<file path="src/rtl/trigger_pkg.sv">
// Shared types and constants for the self-triggering acquisition controller.
// Latency: n/a (types, constants and elaboration-time helpers only).
// Backpressure: n/a.
//
// Contents:
//   trig_state_t - controller phase (FILL, ARMED, ACQUIRE, DRAIN)
//   LANE_WIDTH   - bits per ADC lane on the stream bus
//   N_LANES      - lanes on the default 128-bit bus
//   lanes_of()   - lanes for an arbitrary bus width
//   thr_level()  - threshold percentage of full scale to a 12-bit level
//   cnt_width()  - counter width able to hold 0..max_val
package trigger_pkg;

    typedef enum logic [1:0] {
        FILL    = 2'd0,
        ARMED   = 2'd1,
        ACQUIRE = 2'd2,
        DRAIN   = 2'd3
    } trig_state_t;

    localparam int LANE_WIDTH       = 16;
    localparam int DEF_TDATA_WIDTH  = 128;
    localparam int N_LANES          = DEF_TDATA_WIDTH / LANE_WIDTH;
    localparam int FULL_SCALE       = 1 << 12;

    function automatic int lanes_of(input int tdata_width);
        return tdata_width / LANE_WIDTH;
    endfunction

    // Percentage of 2^12, rounded down (10 % -> 409).
    function automatic int thr_level(input int threshold_pct);
        return (threshold_pct * FULL_SCALE) / 100;
    endfunction

    // Always at least one bit so a zero-length window still elaborates.
    function automatic int cnt_width(input int max_val);
        return (max_val < 1) ? 1 : $clog2(max_val + 1);
    endfunction

endpackage

</file>
<file path="src/rtl/trigger_ctrl_lane_threshold_cmp.sv">
// Compares every signed ADC sample of one stream beat against a positive level.
// Latency: purely combinational, zero cycles.
// Backpressure: none; the caller qualifies hit_any with the beat handshake.
//
// Ports:
//   tdata   in  TDATA_WIDTH  stream beat, one sample left-justified per 16-bit lane
//   hit_any out 1            some sample is strictly greater than +LEVEL
module lane_threshold_cmp
    import trigger_pkg::*;
#(
    parameter int TDATA_WIDTH  = 128,
    parameter int SAMPLE_WIDTH = 12,
    parameter int LEVEL        = 409
) (
    input  logic [TDATA_WIDTH-1:0] tdata,
    output logic                   hit_any
);

    localparam int NUM_LANES = lanes_of(TDATA_WIDTH);

    logic [NUM_LANES-1:0] lane_hit;

    for (genvar k = 0; k < NUM_LANES; k++) begin : g_lane
        logic signed [SAMPLE_WIDTH-1:0] sample;

        // The converter left-justifies samples; the low lane bits are padding.
        assign sample      = tdata[k*LANE_WIDTH + LANE_WIDTH - 1 -: SAMPLE_WIDTH];
        // Sign-extend to 32 bits so levels at or above 2^(SAMPLE_WIDTH-1)
        // still compare correctly (such a level can never be exceeded).
        assign lane_hit[k] = (int'(sample) > LEVEL);

        if (LANE_WIDTH > SAMPLE_WIDTH) begin : g_pad
            logic unused_pad;
            assign unused_pad = ^tdata[k*LANE_WIDTH +: LANE_WIDTH - SAMPLE_WIDTH];
        end
    end

    assign hit_any = |lane_hit;

endmodule

</file>
<file path="src/rtl/trigger_ctrl.sv">
// Self-triggering acquisition controller in front of the capture/DMA path.
// Latency: TRIGGERD_FLAG/TIME_STAMP update one edge after the accepted hit beat.
// Backpressure: monitor only; it never stalls either stream, it vetoes triggers on FIFO_FULL.
//
// Ports:
//   AXIS_ACLK      in   1     sole clock, rising edge
//   AXIS_ARESET    in   1     asynchronous active-high reset
//   S_AXIS_TDATA   in   128   ADC beat, 8 x 16-bit lanes, sample in lane[15:4]
//   S_AXIS_TVALID  in   1     beat valid
//   S_AXIS_TREADY  in   1     beat ready (observed, not driven)
//   ENABLE         in   1     permits triggering while armed
//   FIFO_FULL      in   1     capture FIFO full; turns a trigger into a drop
//   M_AXIS_TVALID/TREADY/TLAST in 1 each  DMA stream handshake, ends the drain
//   TRIGGERD_FLAG  out  1     post-trigger acquisition window
//   TIME_STAMP     out  TIME_STAMP_WIDTH  ts_cnt captured on the trigger edge
//   BUSY           out  1     low only while armed
//   EVENT_CNT      out  16    accepted triggers, wraps
//   DROP_CNT       out  16    vetoed triggers, saturates
//   OVERFLOW       out  1     sticky: FIFO_FULL seen while acquiring
module trigger_ctrl
    import trigger_pkg::*;
#(
    parameter int THRESHOLD            = 10,
    parameter int PRE_ACQUI_LEN        = 12,
    parameter int POST_ACQUI_LEN       = 38,
    parameter int TIME_STAMP_WIDTH     = 16,
    parameter int ADC_RESOLUTION_WIDTH = 12,
    parameter int S_AXIS_TDATA_WIDTH   = 128
) (
    input  logic                          AXIS_ACLK,
    input  logic                          AXIS_ARESET,
    input  logic [S_AXIS_TDATA_WIDTH-1:0] S_AXIS_TDATA,
    input  logic                          S_AXIS_TVALID,
    input  logic                          S_AXIS_TREADY,
    input  logic                          ENABLE,
    input  logic                          FIFO_FULL,
    input  logic                          M_AXIS_TVALID,
    input  logic                          M_AXIS_TREADY,
    input  logic                          M_AXIS_TLAST,
    output logic                          TRIGGERD_FLAG,
    output logic [TIME_STAMP_WIDTH-1:0]   TIME_STAMP,
    output logic                          BUSY,
    output logic [15:0]                   EVENT_CNT,
    output logic [15:0]                   DROP_CNT,
    output logic                          OVERFLOW
);

    localparam int THR_LEVEL = thr_level(THRESHOLD);
    localparam int MAX_LEN   = (PRE_ACQUI_LEN > POST_ACQUI_LEN) ? PRE_ACQUI_LEN : POST_ACQUI_LEN;
    localparam int CNT_W     = cnt_width(MAX_LEN);

    // Value of the beat counter on the last beat of each counted phase.
    localparam logic [CNT_W-1:0] PRE_LAST  = CNT_W'((PRE_ACQUI_LEN  > 0) ? PRE_ACQUI_LEN  - 1 : 0);
    localparam logic [CNT_W-1:0] POST_LAST = CNT_W'((POST_ACQUI_LEN > 0) ? POST_ACQUI_LEN - 1 : 0);

    localparam logic [CNT_W-1:0]            CNT_ONE = 1;
    localparam logic [TIME_STAMP_WIDTH-1:0] TS_ONE  = 1;
    localparam logic [15:0]                 STAT_ONE = 16'd1;

    trig_state_t                 state;
    logic [CNT_W-1:0]            beat_cnt;
    logic [TIME_STAMP_WIDTH-1:0] ts_cnt;

    logic hit_any;
    logic beat_acc;
    logic trig_req;
    logic drain_done;

    lane_threshold_cmp #(
        .TDATA_WIDTH  (S_AXIS_TDATA_WIDTH),
        .SAMPLE_WIDTH (ADC_RESOLUTION_WIDTH),
        .LEVEL        (THR_LEVEL)
    ) u_cmp (
        .tdata   (S_AXIS_TDATA),
        .hit_any (hit_any)
    );

    assign beat_acc   = S_AXIS_TVALID & S_AXIS_TREADY;
    assign trig_req   = beat_acc & hit_any & ENABLE;
    assign drain_done = M_AXIS_TVALID & M_AXIS_TREADY & M_AXIS_TLAST;

    // Single FSM block: every output is a register so the capture buffer
    // sees glitch-free flags, and the flag/timestamp/event count all move
    // on the same edge as the ARMED->ACQUIRE transition.
    always_ff @(posedge AXIS_ACLK or posedge AXIS_ARESET) begin
        if (AXIS_ARESET) begin
            state         <= FILL;
            beat_cnt      <= '0;
            ts_cnt        <= '0;
            TRIGGERD_FLAG <= 1'b0;
            TIME_STAMP    <= '0;
            BUSY          <= 1'b1;
            EVENT_CNT     <= '0;
            DROP_CNT      <= '0;
            OVERFLOW      <= 1'b0;
        end else begin
            ts_cnt <= ts_cnt + TS_ONE;

            case (state)
                // Let the pre-trigger history refill before arming; hits
                // here are deliberately ignored, including on the last beat.
                FILL: begin
                    if (PRE_ACQUI_LEN == 0) begin
                        state <= ARMED;
                        BUSY  <= 1'b0;
                    end else if (beat_acc) begin
                        if (beat_cnt == PRE_LAST) begin
                            state    <= ARMED;
                            BUSY     <= 1'b0;
                            beat_cnt <= '0;
                        end else begin
                            beat_cnt <= beat_cnt + CNT_ONE;
                        end
                    end
                end

                ARMED: begin
                    if (trig_req) begin
                        if (FIFO_FULL) begin
                            if (DROP_CNT != 16'hFFFF) begin
                                DROP_CNT <= DROP_CNT + STAT_ONE;
                            end
                        end else begin
                            state         <= ACQUIRE;
                            BUSY          <= 1'b1;
                            TRIGGERD_FLAG <= 1'b1;
                            TIME_STAMP    <= ts_cnt;
                            EVENT_CNT     <= EVENT_CNT + STAT_ONE;
                        end
                    end
                end

                // The hit beat was consumed in ARMED, so counting starts
                // with the first accept after the trigger edge.
                ACQUIRE: begin
                    if (FIFO_FULL) begin
                        OVERFLOW <= 1'b1;
                    end
                    if (POST_ACQUI_LEN == 0) begin
                        state         <= DRAIN;
                        TRIGGERD_FLAG <= 1'b0;
                    end else if (beat_acc) begin
                        if (beat_cnt == POST_LAST) begin
                            state         <= DRAIN;
                            TRIGGERD_FLAG <= 1'b0;
                            beat_cnt      <= '0;
                        end else begin
                            beat_cnt <= beat_cnt + CNT_ONE;
                        end
                    end
                end

                // Hold off re-arming until the event's last DMA beat has left.
                DRAIN: begin
                    if (drain_done) begin
                        state    <= FILL;
                        beat_cnt <= '0;
                    end
                end

                default: begin
                    state <= FILL;
                    BUSY  <= 1'b1;
                end
            endcase
        end
    end

endmodule

</file>
<file path="config.mk">
export PLATFORM = sky130hd
export DESIGN_NAME = trigger_ctrl
export DESIGN_NICKNAME = d
export VERILOG_FILES = /design/src/rtl/trigger_pkg.sv /design/src/rtl/trigger_ctrl_lane_threshold_cmp.sv /design/src/rtl/trigger_ctrl.sv
export SDC_FILE = /design/constraint.sdc
export NUM_CORES = 1
export LEC_CHECK = 0
export BUFFER_PORTS_ARGS = -buffer_cell sky130_fd_sc_hd__buf_2
export CORE_AREA = 2 2 94 96
export CTS_CLUSTER_DIAMETER = 60
export DETAILED_ROUTE_END_ITERATION = 16
export DIE_AREA = 0 0 96 98
export HOLD_SLACK_MARGIN = 0.08
export PLACE_DENSITY_LB_ADDON = 0.12
export SLEW_MARGIN = 20
export SYNTH_ARGS = -nofsm -noshare
export SYNTH_HDL_FRONTEND = slang
export SYNTH_SLANG_ARGS = --single-unit
</file>
<file path="constraint.sdc">
create_clock -name AXIS_ACLK -period 2.4 [get_ports AXIS_ACLK]
set_input_delay 0.24 -clock AXIS_ACLK [delete_from_list [all_inputs] [get_ports AXIS_ACLK]]
set_output_delay 0.24 -clock AXIS_ACLK [all_outputs]
set_load 0.005 [all_outputs]
</file>
# Word-level counts from Yosys, hierarchy flattened
# Index checks and enable logic that the tools add are counted.
[op_classes]
mux = 22
eq_ne = 13
addsub = 4
n_lt_le_gt_ge = 8
reduce_logical = 12
bitwise_logic = 6
[op_table]
columns = ["operator", "count"]
rows = [
  ["greater-than comparator 12 x 10 -> 1 bit (second input constant)", 8],
  ["adder 16 x 1 -> 16 bit (second input constant)", 3],
  ["two-way mux 6 bit", 5],
  ["one-hot mux 6 bit (3 select lines)", 1],
  ["!= test 16 bit (second input constant)", 1],
  ["two-way mux 2 bit", 7],
  ["!= test 2 bit (second input constant)", 7],
  ["AND reduction 5 bit", 2],
  ["one-hot mux 2 bit (4 select lines)", 1],
  ["AND reduction 4 bit", 2],
  ["OR reduction 8 bit", 1],
  ["AND reduction 7 bit", 1],
  ["adder 6 x 1 -> 6 bit (second input constant)", 1],
  ["equality test 6 x 4 -> 1 bit (second input constant)", 1],
  ["equality test 6 bit (second input constant)", 1],
  ["two-way mux 1 bit", 6],
  ["AND 1 bit", 5],
  ["equality test 2 bit (second input constant)", 2],
  ["one-hot mux 1 bit (2 select lines)", 2],
  ["nonzero test 2 bit", 2],
  ["AND reduction 3 bit", 1],
  ["nonzero test 3 bit", 1],
  ["equality test 2 x 1 -> 1 bit (second input constant)", 1],
  ["zero test 2 bit", 1],
  ["2 further kinds", 2],
]
[totals]
ff_bits = 75

# Longest topological paths before layout
# Gate-level depths: netlist (run 1).
[logic_depth]
depth_word = 6
ltp_mapped = 8

# Cells and area by module
# Synthesis (run 1) repeated with hierarchy kept, for this count alone.
[unflattened]
cells_unflattened = 336
hier_area_um2 = 3749.8
[by_module_without_submodules]
columns = ["module", "n_inst", "seq_area_each_um2", "cells_each", "area_each_um2"]
rows = [
  ["trigger_ctrl", 1, 1878.1, 301, 3503.4],
  ["lane_threshold_cmp", 1, 0.0, 35, 246.5],
]

# Least setup slack after synthesis (run 1)
# Ideal clock, no wire load.
[synth_path]
kind = "register -> register"
from = "register state[0]"
to = "register beat_cnt[5]"
t_arrival_ps = 1944
path_stages_with_launch = 9
period_less_slack_ps = 2063
t_required_ps = 2281
setup_ps = 119
setup_slack_ps = 337
path_cell_list = "dfrtp_1 inv_1 ha_1 or2_1 a221oi_2 and4_1 nand3_1 xnor2_1 o21a_1"
[synth_between]
elab_chain_len = 3
word_cells_on_any_way = 9
[synth_lines]
columns = ["item", "line_no", "rtl"]
rows = [
  ["from (decl)", "trigger_ctrl.sv:60", "trig_state_t state;"],
  ["from (signal assigned)", "trigger_ctrl.sv:87", "state <= FILL;"],
  ["from (signal assigned)", "trigger_ctrl.sv:104", "state <= ARMED;"],
  ["from (signal assigned)", "trigger_ctrl.sv:108", "state <= ARMED;"],
  ["equality test 2 bit / zero test 2 bit (equally long branches)", "trigger_ctrl.sv:99", "case (state)"],
  ["!= test 2 bit (no source line) / nonzero test 3 bit (equally long branches)", "n/a", ""],
  ["AND reduction 4 bit (no source line)", "n/a", ""],
  ["to (signal assigned)", "trigger_ctrl.sv:112", "beat_cnt <= beat_cnt + CNT_ONE;"],
  ["to (signal assigned)", "trigger_ctrl.sv:148", "beat_cnt <= beat_cnt + CNT_ONE;"],
  ["to (decl)", "trigger_ctrl.sv:61", "logic [CNT_W-1:0] beat_cnt;"],
]
# Several ways; a longest one is shown, not always the timed one.
# A chain may end at the register's enable or synchronous reset.

# Worst setup path in the final report (run 1)
# Ends and elaborated chain as after synthesis.

==> impl_metrics.env, run 1 <==
export IMPL_vdd_drop_max_v=0.000440
export IMPL_yosys_warnings=0
export IMPL_die_area_um2=9410
export IMPL_syn_num_nets=490
export IMPL_core_area_um2=8470
export IMPL_finalCritPeriodShare_pct=86.8
export IMPL_grt_ovfl_total=0
export IMPL_synth_cell_types=37
export IMPL_grt_pass1_vias=3248
export IMPL_tightest_slew_ns=0.444
export IMPL_track_usage_pct=20.2
export IMPL_grt_max_degree=44
export IMPL_cts_path_max_buffers=2
export IMPL_dr_pass1_iters=4
export IMPL_worstSetupPathType="flip-flop to flip-flop"
export IMPL_io_pins=188
export IMPL_wl_um=9070
export IMPL_worstPathMaxFanout=7
export IMPL_timing_hold_ws_ns=0.289
export IMPL_synth_area_leaders="dfrtp_1, xnor2_1, xor2_1, mux2_4, nand3_1"
export IMPL_die_h_um=98
export IMPL_ys_seq_area_share_pct=49.9
export IMPL_startpoint_type="flip-flop"
export IMPL_cp_required_ns=2.64
export IMPL_layout_drive_gt1_share_pct=37.2
export IMPL_syn2layout_area_growth_pct=29.3
export IMPL_skew_ns=0.0133
export IMPL_ant_nets=0
export IMPL_cts_root_buf="clkbuf_8"
export IMPL_grt_first_pass_wirelength_um=15000
export IMPL_cts_tree="built"
export IMPL_status="finished, final reports clean"
export IMPL_h_tree_depth=3
export IMPL_netlist_top_cell_by_area="dfrtp_1"
export IMPL_die_w_um=96
export IMPL_via_per_inst=5.27
export IMPL_cts_setup_buffers=0
export IMPL_crit_arrival_ns=2.33
export IMPL_netlist_area_um2=3760
export IMPL_endpoint_kind="flip-flop"
export IMPL_cts_buffers=9
export IMPL_rows=34
export IMPL_drt_wirelength_per_cell_um=14.8
export IMPL_slew_headroom_pct=70.2
export IMPL_maxSlewViolCount=0
export IMPL_port_buffers=147
export IMPL_antennaDiodeCount=0
export IMPL_drt_initial_drc_count=127
export IMPL_leakage_nw=2.46
export IMPL_fin_tns_setup_ns=0
export IMPL_synth_seq_cells=75
export IMPL_rsz0062_at_grt="no"
export IMPL_dp_hpwl_um=7080
export IMPL_nets=649
export IMPL_drc_errors=0
export IMPL_path_clk_slew_ns=0.08
export IMPL_powerDensity_nw_per_um2=684
export IMPL_fmax_mhz=480
export IMPL_dr_total_vias=3235
export IMPL_cts_sinks=75
export IMPL_start_util_pct=44.4
export IMPL_period_needed_ns=2.08
export IMPL_min_path_type="input port to flip-flop"
export IMPL_antenna_found_initial=1
export IMPL_maxCapViolations=0
export IMPL_synth_area_per_cell_um2=11.0
export IMPL_hold_viol=0
export IMPL_synth_cells=343
export IMPL_clk_latency_ns=0.35
export IMPL_setup_violations=0
export IMPL_n_fill_cell=753
export IMPL_yosysTopAreaCellShare_pct=49.2
export IMPL_gp_congestion=0.864
-- state kept, by name (all words and copies together) (netlist names) --
register and flops:
DROP_CNT 16, TRIGGERD_FLAG 1, ts_cnt 16, EVENT_CNT 16, OVERFLOW 1, state 2
TIME_STAMP 16, beat_cnt 6, BUSY 1
-- per-layer routing --
layer	part of all wire [%]	track usage [%]	routed length, um	vias up
li1	-	-	-	1572
met1	45	27.0	4080	1528
met2	46	30.8	4150	112
met3	7.1	5.86	646	21
met4	2.0	7.36	180	2
met5	0.14	0	13	-
-- metrics by stage --
| step | power, mW | cells | worst slack, ns | area [um2] | util, % |
|---|---|---|---|---|---|
| after floorplan | 2.06 | 343 | 0.252 | 3760 | - |
| after global placement | 2.38 | 598 | 0.231 | 4670 | 55.1 |
| after detailed placement | 2.41 | 598 | 0.179 | 4670 | 55.1 |
| after CTS | 3.37 | 614 | 0.321 | 4870 | 57.5 |
| after global routing | 3.56 | 614 | 0.104 | 4870 | 57.5 |
| final | 3.33 | 614 | 0.317 | 4870 | 57.5 |
-- where the power goes --
group | switching (mW) | internal, mW | total (mW)
sequential | 0.134 | 1.41 | 1.55
combinational | 0.436 | 0.397 | 0.833
clock | 0.472 | 0.476 | 0.948
total | 1.04 | 2.28 | 3.33
-- synth_stat cells (all sizes together) --
| library cell | n |
|---|---|
| inv | 9 |
| a221oi | 1 |
| a211oi | 17 |
| nand3 | 26 |
| a222oi | 1 |
| a31oi | 1 |
| o2111ai | 1 |
| nand4 | 20 |
| dfstp | 1 |
| o21a | 1 |
| and3 | 10 |
| o41ai | 1 |
| nor4bb | 1 |
| nor2 | 21 |
| clkbuf | 7 |
| xnor2 | 27 |
| buf | 3 |
| a21oi | 5 |
| dfrtp | 74 |
| and4 | 1 |
| nor3 | 11 |
| and2 | 2 |
| o21ai | 2 |
| a2111oi | 1 |
| or2 | 1 |
| xor2 | 22 |
| nand2 | 19 |
| nor4 | 18 |
| o211ai | 8 |
| a21o | 1 |
| mux2 | 20 |
| ha | 10 |
-- cell type report --
cell class	instances	area (um2)	share of cell area, %
clock buffer	9	124	2.55
clock inverter	6	65.1	1.34
inverter	9	33.8	0.694
multi-input combinational	249	1800	36.9
sequential	75	1880	38.6
tap	108	135	2.78
timing repair buffer	158	833	17.1
-- cells by family after synthesis --
family	Yosys count	share of synthesized area [%]
AOI/OAI and AO/OA	40	7.85
xor gates and xnor gates	49	11.4
adders and majority gates	10	3.33
buffers and inverters	19	2.33
DFF	75	49.9
muxes	20	6.88
and+or+nand+nor	130	18.3
-- worst max-delay path, stage by stage, from the launching register on --
cell and delay, ns:
dfrtp_1 0.41, inv_1 0.09, ha_1 0.29, or2_1 0.28, a221oi_2 0.29, and4_1 0.28, nand3_1 0.10, xnor2_1 0.14
o21a_1 0.10
-- cells in the final DEF, fill, tap and decap left out, types with 2 or more instances in the layout --
cell and count:
a211oi_1 17, a21oi_1 5, and2_1 2, and3_1 10, buf_2 147, buf_4 9, clkbuf_8 9, clkinv_2 2
dfrtp_1 74, ha_1 10, inv_1 7, inv_2 2, mux2_1 11, mux2_4 9, nand2_1 18, nand3_1 26
nand4_1 20, nor2_1 21, nor3_1 11, nor4_1 16, nor4_2 2, o211ai_1 8, o21ai_1 2, xnor2_1 27
xor2_1 22
-- timing repair --
action	CTS	global route
gates resized for setup	0	0
endpoints found under the setup margin	0	0
hold endpoints to repair	12	0
hold buffers	1	0
-- path summary, 6_finish.rpt --
check,endpoint,start,cells past startpoint,slack [ns]
setup / recovery,beat_cnt[5],state[0],8,0.32
hold / removal,OVERFLOW,FIFO_FULL,2,0.29
setup reg to reg,beat_cnt[5],state[0],8,0.32
hold reg to reg,OVERFLOW,OVERFLOW,1,0.46
max in group asynchronous,BUSY,AXIS_ARESET,4,1.45
min in group asynchronous,TIME_STAMP[4],AXIS_ARESET,3,0.37
(Power assumes the default switching activity.)
==> run 2: changes to the inputs <==
- CTS_BUF_LIST: not set -> sky130_fd_sc_hd__clkbuf_16
==> run 2 against run 1 <==
Against the previous run:
- utilization grew 1.2 points
- largest power group unchanged
- first-iteration DRC count grew 17%
- die area is the same
- maximum frequency down 0.58%
- wire length increased by 1.3%
- sequential cell count is the same
- count of clock-buffer cells in the layout unchanged
- critical endpoint unchanged
- final cell count is the same
- critical path type unchanged
- largest cell class unchanged
- total power rose by 11%
- critical path depth unchanged
- global-route usage rose by 0.39 points
==> impl_metrics.env, run 2 (same netlist as run 1, synthesis figures left out) <==
export IMPL_status="finished, final reports clean"
export IMPL_path_cells="inv_1 -> ha_1 -> or2_1 -> a221oi_2 -> and4_1 -> nand3_1 -> xnor2_1 -> o21a_1"
export IMPL_period_needed_ns=2.10
export IMPL_die_area_um2=9410
export IMPL_die_w_um=96
export IMPL_cts_setup_buffers=0
export IMPL_drt_wirelength_per_cell_um=15.0
export IMPL_crit_buf_inv=1
export IMPL_antenna_found_initial=1
export IMPL_crit_arrival_ns=2.32
export IMPL_ant_nets=0
export IMPL_p_clk_share_pct=35.6
export IMPL_rows=34
export IMPL_nets=649
export IMPL_worst_path_largest_cell_delay_ns=0.41
export IMPL_drc_errors=0
export IMPL_grt_max_degree=44
export IMPL_core_area_um2=8470
export IMPL_worstSetupPathType="flip-flop to flip-flop"
export IMPL_antennaDiodeCount=0
export IMPL_cts_tree="built"
export IMPL_min_path_type="input port to flip-flop"
export IMPL_switching_share_pct=29.5
export IMPL_multi_input_area_um2=1800
export IMPL_via_per_inst=5.28
export IMPL_leakage_nw=2.51
export IMPL_layout_drive_gt1_share_pct=37.2
export IMPL_p_int_mw=2.61
export IMPL_endpoint_kind="flip-flop"
export IMPL_hold_viol=0
export IMPL_vdd_drop_max_v=0.000480
export IMPL_drt_initial_drc_count=149
export IMPL_n_fill_cell=730
export IMPL_syn2layout_area_growth_pct=32.0
export IMPL_tightest_slew_ns=0.449
export IMPL_fmax_mhz=477
export IMPL_grt_first_pass_wirelength_um=15200
export IMPL_cts_root_buf="clkbuf_16"
export IMPL_combPwrFrac_pct=22.5
export IMPL_finalPower_mw=3.70
export IMPL_track_usage_pct=20.5
export IMPL_final_cell_mix="buf_2, dfrtp_1, xnor2_1"
export IMPL_path_clk_slew_ns=0.06
export IMPL_layout_commonest_cell="buf_2"
export IMPL_cts_sinks=75
export IMPL_clk_latency_ns=0.34
export IMPL_gp_congestion=0.864
export IMPL_wl_um=9190
export IMPL_p_switching_mw=1.09
export IMPL_pwr_share_seq_pct=41.8
export IMPL_rsz0062_at_grt="no"
export IMPL_startpoint_type="flip-flop"
export IMPL_setup_violations=0
export IMPL_cts_path_max_buffers=2
export IMPL_io_pins=188
export IMPL_port_buffers=147
export IMPL_grt_pass1_vias=3261
export IMPL_holdBufCountCts=1
export IMPL_dp_hpwl_um=7080
export IMPL_fin_tns_setup_ns=0
export IMPL_finalCritPeriodShare_pct=87.3
export IMPL_maxCapViolations=0
export IMPL_maxSlewViolCount=0
export IMPL_slowest_stage="dfrtp_1"
export IMPL_slew_headroom_pct=69.8
export IMPL_skew_ns=0.00938
export IMPL_start_util_pct=44.4
export IMPL_cp_required_ns=2.62
export IMPL_dr_total_vias=3242
export IMPL_r2r_setup_slack_ns=0.30
export IMPL_dr_pass1_iters=4
export IMPL_crit_family="simple AND/OR/NAND/NOR gates"
export IMPL_powerDensity_nw_per_um2=745
export IMPL_worstPathMaxFanout=7
export IMPL_die_h_um=98
export IMPL_cts_repair_resize_count=0
export IMPL_h_tree_depth=3
export IMPL_seq_area_um2=1880
export IMPL_grt_ovfl_total=0
export IMPL_cts_buffers=9
run 2: through the flow:
stage | util, % | hold WS, ns | cell area [um2] | setup WS (ns) | cells
5_1_grt | 58.7 | 0.302 | 4970 | 0.112 | 614
3_5_place_dp | 55.1 | 0.208 | 4670 | 0.179 | 598
2_1_floorplan | - | 0.439 | 3760 | 0.252 | 343
4_1_cts | 58.7 | 0.289 | 4970 | 0.314 | 614
6_report | 58.7 | 0.305 | 4970 | 0.305 | 614
3_3_place_gp | 55.1 | 0.204 | 4670 | 0.231 | 598
run 2: per-layer routing:
| layer | part of all wire (%) | up-vias | GRT usage (%) |
|---|---|---|---|
| li1 | - | 1570 | - |
| met1 | 45 | 1547 | 27.6 |
| met2 | 47 | 107 | 31.5 |
| met3 | 6.3 | 16 | 6.25 |
| met4 | 1.5 | 2 | 6.92 |
| met5 | 0.14 | - | 0 |
run 2: area by class of cell:
cell class / instances / area share [%]
clock inverters: 6 / 1.31
flip-flops and latches: 75 / 37.8
well taps: 108 / 2.72
inverters: 9 / 0.680
multi-input cells: 249 / 36.2
clock buffers: 9 / 4.53
repair buffers: 158 / 16.8
run 2: final timing paths:
path                              from            end  cells after the start
min                          FIFO_FULL       OVERFLOW                      2
max                           state[0]    beat_cnt[5]                      8
min reg2reg                   OVERFLOW       OVERFLOW                      1
max in group asynchronous  AXIS_ARESET           BUSY                      4
max reg2reg                   state[0]    beat_cnt[5]                      8
min in group asynchronous  AXIS_ARESET  TIME_STAMP[4]                      3
run 2: power groups by stage:
stage / clock [mW] / combinational, mW / sequential [mW]
3_3_place_gp: 0 / 0.817 / 1.56
4_1_cts: 1.35 / 0.843 / 1.55
3_5_place_dp: 0 / 0.838 / 1.57
2_1_floorplan: 0 / 0.508 / 1.55
5_1_grt: 1.41 / 0.953 / 1.57
6_report: 1.32 / 0.835 / 1.55
==> run 3: changes to the inputs <==
- ABC_CLOCK_PERIOD_IN_PS: not set -> 2400
- PLACE_DENSITY: not set -> 0.79
- PLACE_DENSITY_LB_ADDON: 0.12 -> not set
==> run 3 against run 2 <==
Against the previous run:
- sequential share of layout area increased by 0.086 points
- first-iteration DRC count decreased by 4.0%
- via count up 2.1%
- combinational power increased by 0.7%
- setup slack improved by 0.032 ns
- final cell count down 0.49%
- clock power about the same
- count of clock-buffer cells in the layout stayed put
- register-to-register slack better by 0.03 ns
- sequential cell count is the same
- maximum frequency is 1.6% higher
- critical path type unchanged
- critical endpoint unchanged
- largest cell class unchanged
- highest routed layer is now met4
==> impl_metrics.env, run 3 (same netlist as run 1, synthesis figures left out) <==
export IMPL_setup_violations=0
export IMPL_path_cells="inv_1 -> ha_1 -> or2_1 -> a221oi_2 -> and4_1 -> nand3_1 -> xnor2_1 -> o21a_1"
export IMPL_hold_viol=0
export IMPL_status="finished, final reports clean"
export IMPL_antennaDiodeCount=0
export IMPL_rsz0062_at_grt="no"
export IMPL_finalPower_mw=3.68
export IMPL_endpoint_kind="flip-flop"
export IMPL_fmax_mhz=485
export IMPL_tightest_slew_ns=0.523
export IMPL_grt_pass1_vias=3357
export IMPL_rr_endpoint="beat_cnt[5]"
export IMPL_hold_path_depth=2
export IMPL_worstPathMaxFanout=7
export IMPL_crit_buf_inv=1
export IMPL_cp_required_ns=2.61
export IMPL_period_needed_ns=2.06
export IMPL_drt_initial_drc_count=143
export IMPL_r2r_setup_slack_ns=0.34
export IMPL_drc_errors=0
export IMPL_antenna_found_initial=0
export IMPL_ant_nets=0
export IMPL_path_clk_slew_ns=0.06
export IMPL_leakage_nw=2.50
export IMPL_cts_repair_resize_count=0
export IMPL_grt_first_pass_wirelength_um=15400
export IMPL_die_h_um=98
export IMPL_hp_start="FIFO_FULL"
export IMPL_hold_path_end="OVERFLOW"
export IMPL_layout_commonest_cell="buf_2"
export IMPL_skew_ns=0.00459
export IMPL_cts_setup_buffers=0
export IMPL_clk_latency_ns=0.33
export IMPL_dr_pass1_iters=4
export IMPL_final_cell_mix="buf_2, dfrtp_1, xnor2_1"
export IMPL_startpoint_type="flip-flop"
export IMPL_fin_cells=611
export IMPL_dpl_cell_count=596
export IMPL_nets=647
export IMPL_worstSetupPathType="flip-flop to flip-flop"
export IMPL_fin_tns_setup_ns=0
export IMPL_finalCritPeriodShare_pct=86.0
export IMPL_worstReg2RegStart="state[0]"
export IMPL_syn2layout_area_growth_pct=31.7
export IMPL_grt_max_degree=76
export IMPL_maxCapViolations=0
export IMPL_slowest_stage="dfrtp_1"
export IMPL_min_path_type="input port to flip-flop"
export IMPL_track_usage_pct=20.5
export IMPL_reg2reg_depth=8
export IMPL_wl_um=9290
export IMPL_powerDensity_nw_per_um2=743
export IMPL_cts_path_max_buffers=2
export IMPL_grt_ovfl_total=0
export IMPL_dp_hpwl_um=7010
export IMPL_io_pins=188
export IMPL_timing_hold_ws_ns=0.278
export IMPL_vdd_drop_max_v=0.000491
export IMPL_cts_sinks=75
export IMPL_h_tree_depth=3
export IMPL_worst_path_largest_cell_delay_ns=0.41
export IMPL_cts_root_buf="clkbuf_16"
export IMPL_cts_buffers=9
export IMPL_slew_headroom_pct=64.9
export IMPL_rows=34
export IMPL_port_buffers=147
export IMPL_start_util_pct=44.4
export IMPL_layout_drive_gt1_share_pct=36.8
export IMPL_crit_arrival_ns=2.28
export IMPL_die_w_um=96
export IMPL_dr_total_vias=3309
export IMPL_maxSlewViolCount=0
export IMPL_cts_tree="built"
export IMPL_cp_startpoint="state[0]"
export IMPL_gp_congestion=0.835
export IMPL_crit_family="simple AND/OR/NAND/NOR gates"
export IMPL_drt_wirelength_per_cell_um=15.2
export IMPL_core_area_um2=8470
export IMPL_via_per_inst=5.42
export IMPL_die_area_um2=9410
==> run 3: cell count changes in the layout (fill, tap and decap cells not counted), sizes merged <==
cell and change:
inv -1, buf -2
==> run 3: routing by layer <==
| layer | wire length [um] | vias to the layer above | track usage, % |
|---|---|---|---|
| met2 | 4610 | 105 | 33.9 |
| met5 | 0 | - | 0 |
| met3 | 731 | 4 | 7.64 |
| met4 | 29 | 0 | 4.62 |
| li1 | - | 1577 | - |
| met1 | 3920 | 1623 | 25.5 |
==> run 3: worst max-delay path by stage <==
stage,endpoint,slack [ns],depth (start not counted)
floorplan,DROP_CNT[0],0.25,1
global placement,TIME_STAMP[1],0.19,8
detailed placement,state[1],0.18,7
CTS,beat_cnt[5],0.31,8
global route,beat_cnt[4],0.16,7
finish,beat_cnt[5],0.34,8
==> run 3: area by class of cell <==
class | count | area [um2]
sequential | 75 | 1880
timing repair buffer | 156 | 831
inverter | 9 | 33.8
fill | 721 | 3510
tap | 108 | 135
multi-input combinational | 249 | 1800
clock inverter | 5 | 56.3
clock buffer | 9 | 225
==> run 3: timing repair <==
action,CTS,global route
setup endpoints to repair,0,0
hold buffers,1,0
endpoints found under the hold margin,74,0
==> run 3: power breakdown <==
part / switching (mW) / internal [mW]
combinational: 0.442 / 0.399
sequential: 0.138 / 1.41
clock: 0.501 / 0.790
==> run 3: through the flow <==
stage          instance area [um2]  setup WS (ns)  util, %
2_1_floorplan                 3760          0.252        -
3_3_place_gp                  4660          0.193     55.1
3_5_place_dp                  4660          0.177     55.1
4_1_cts                       4960          0.314     58.5
5_1_grt                       4960          0.156     58.5
6_report                      4960          0.337     58.5
==> run 3: worst reg2reg max path: stages (launching register included) <==
cell      delay (ns)
dfrtp_1         0.41
inv_1           0.09
ha_1            0.27
or2_1           0.27
a221oi_2        0.30
and4_1          0.27
nand3_1         0.10
xnor2_1         0.14
o21a_1          0.10
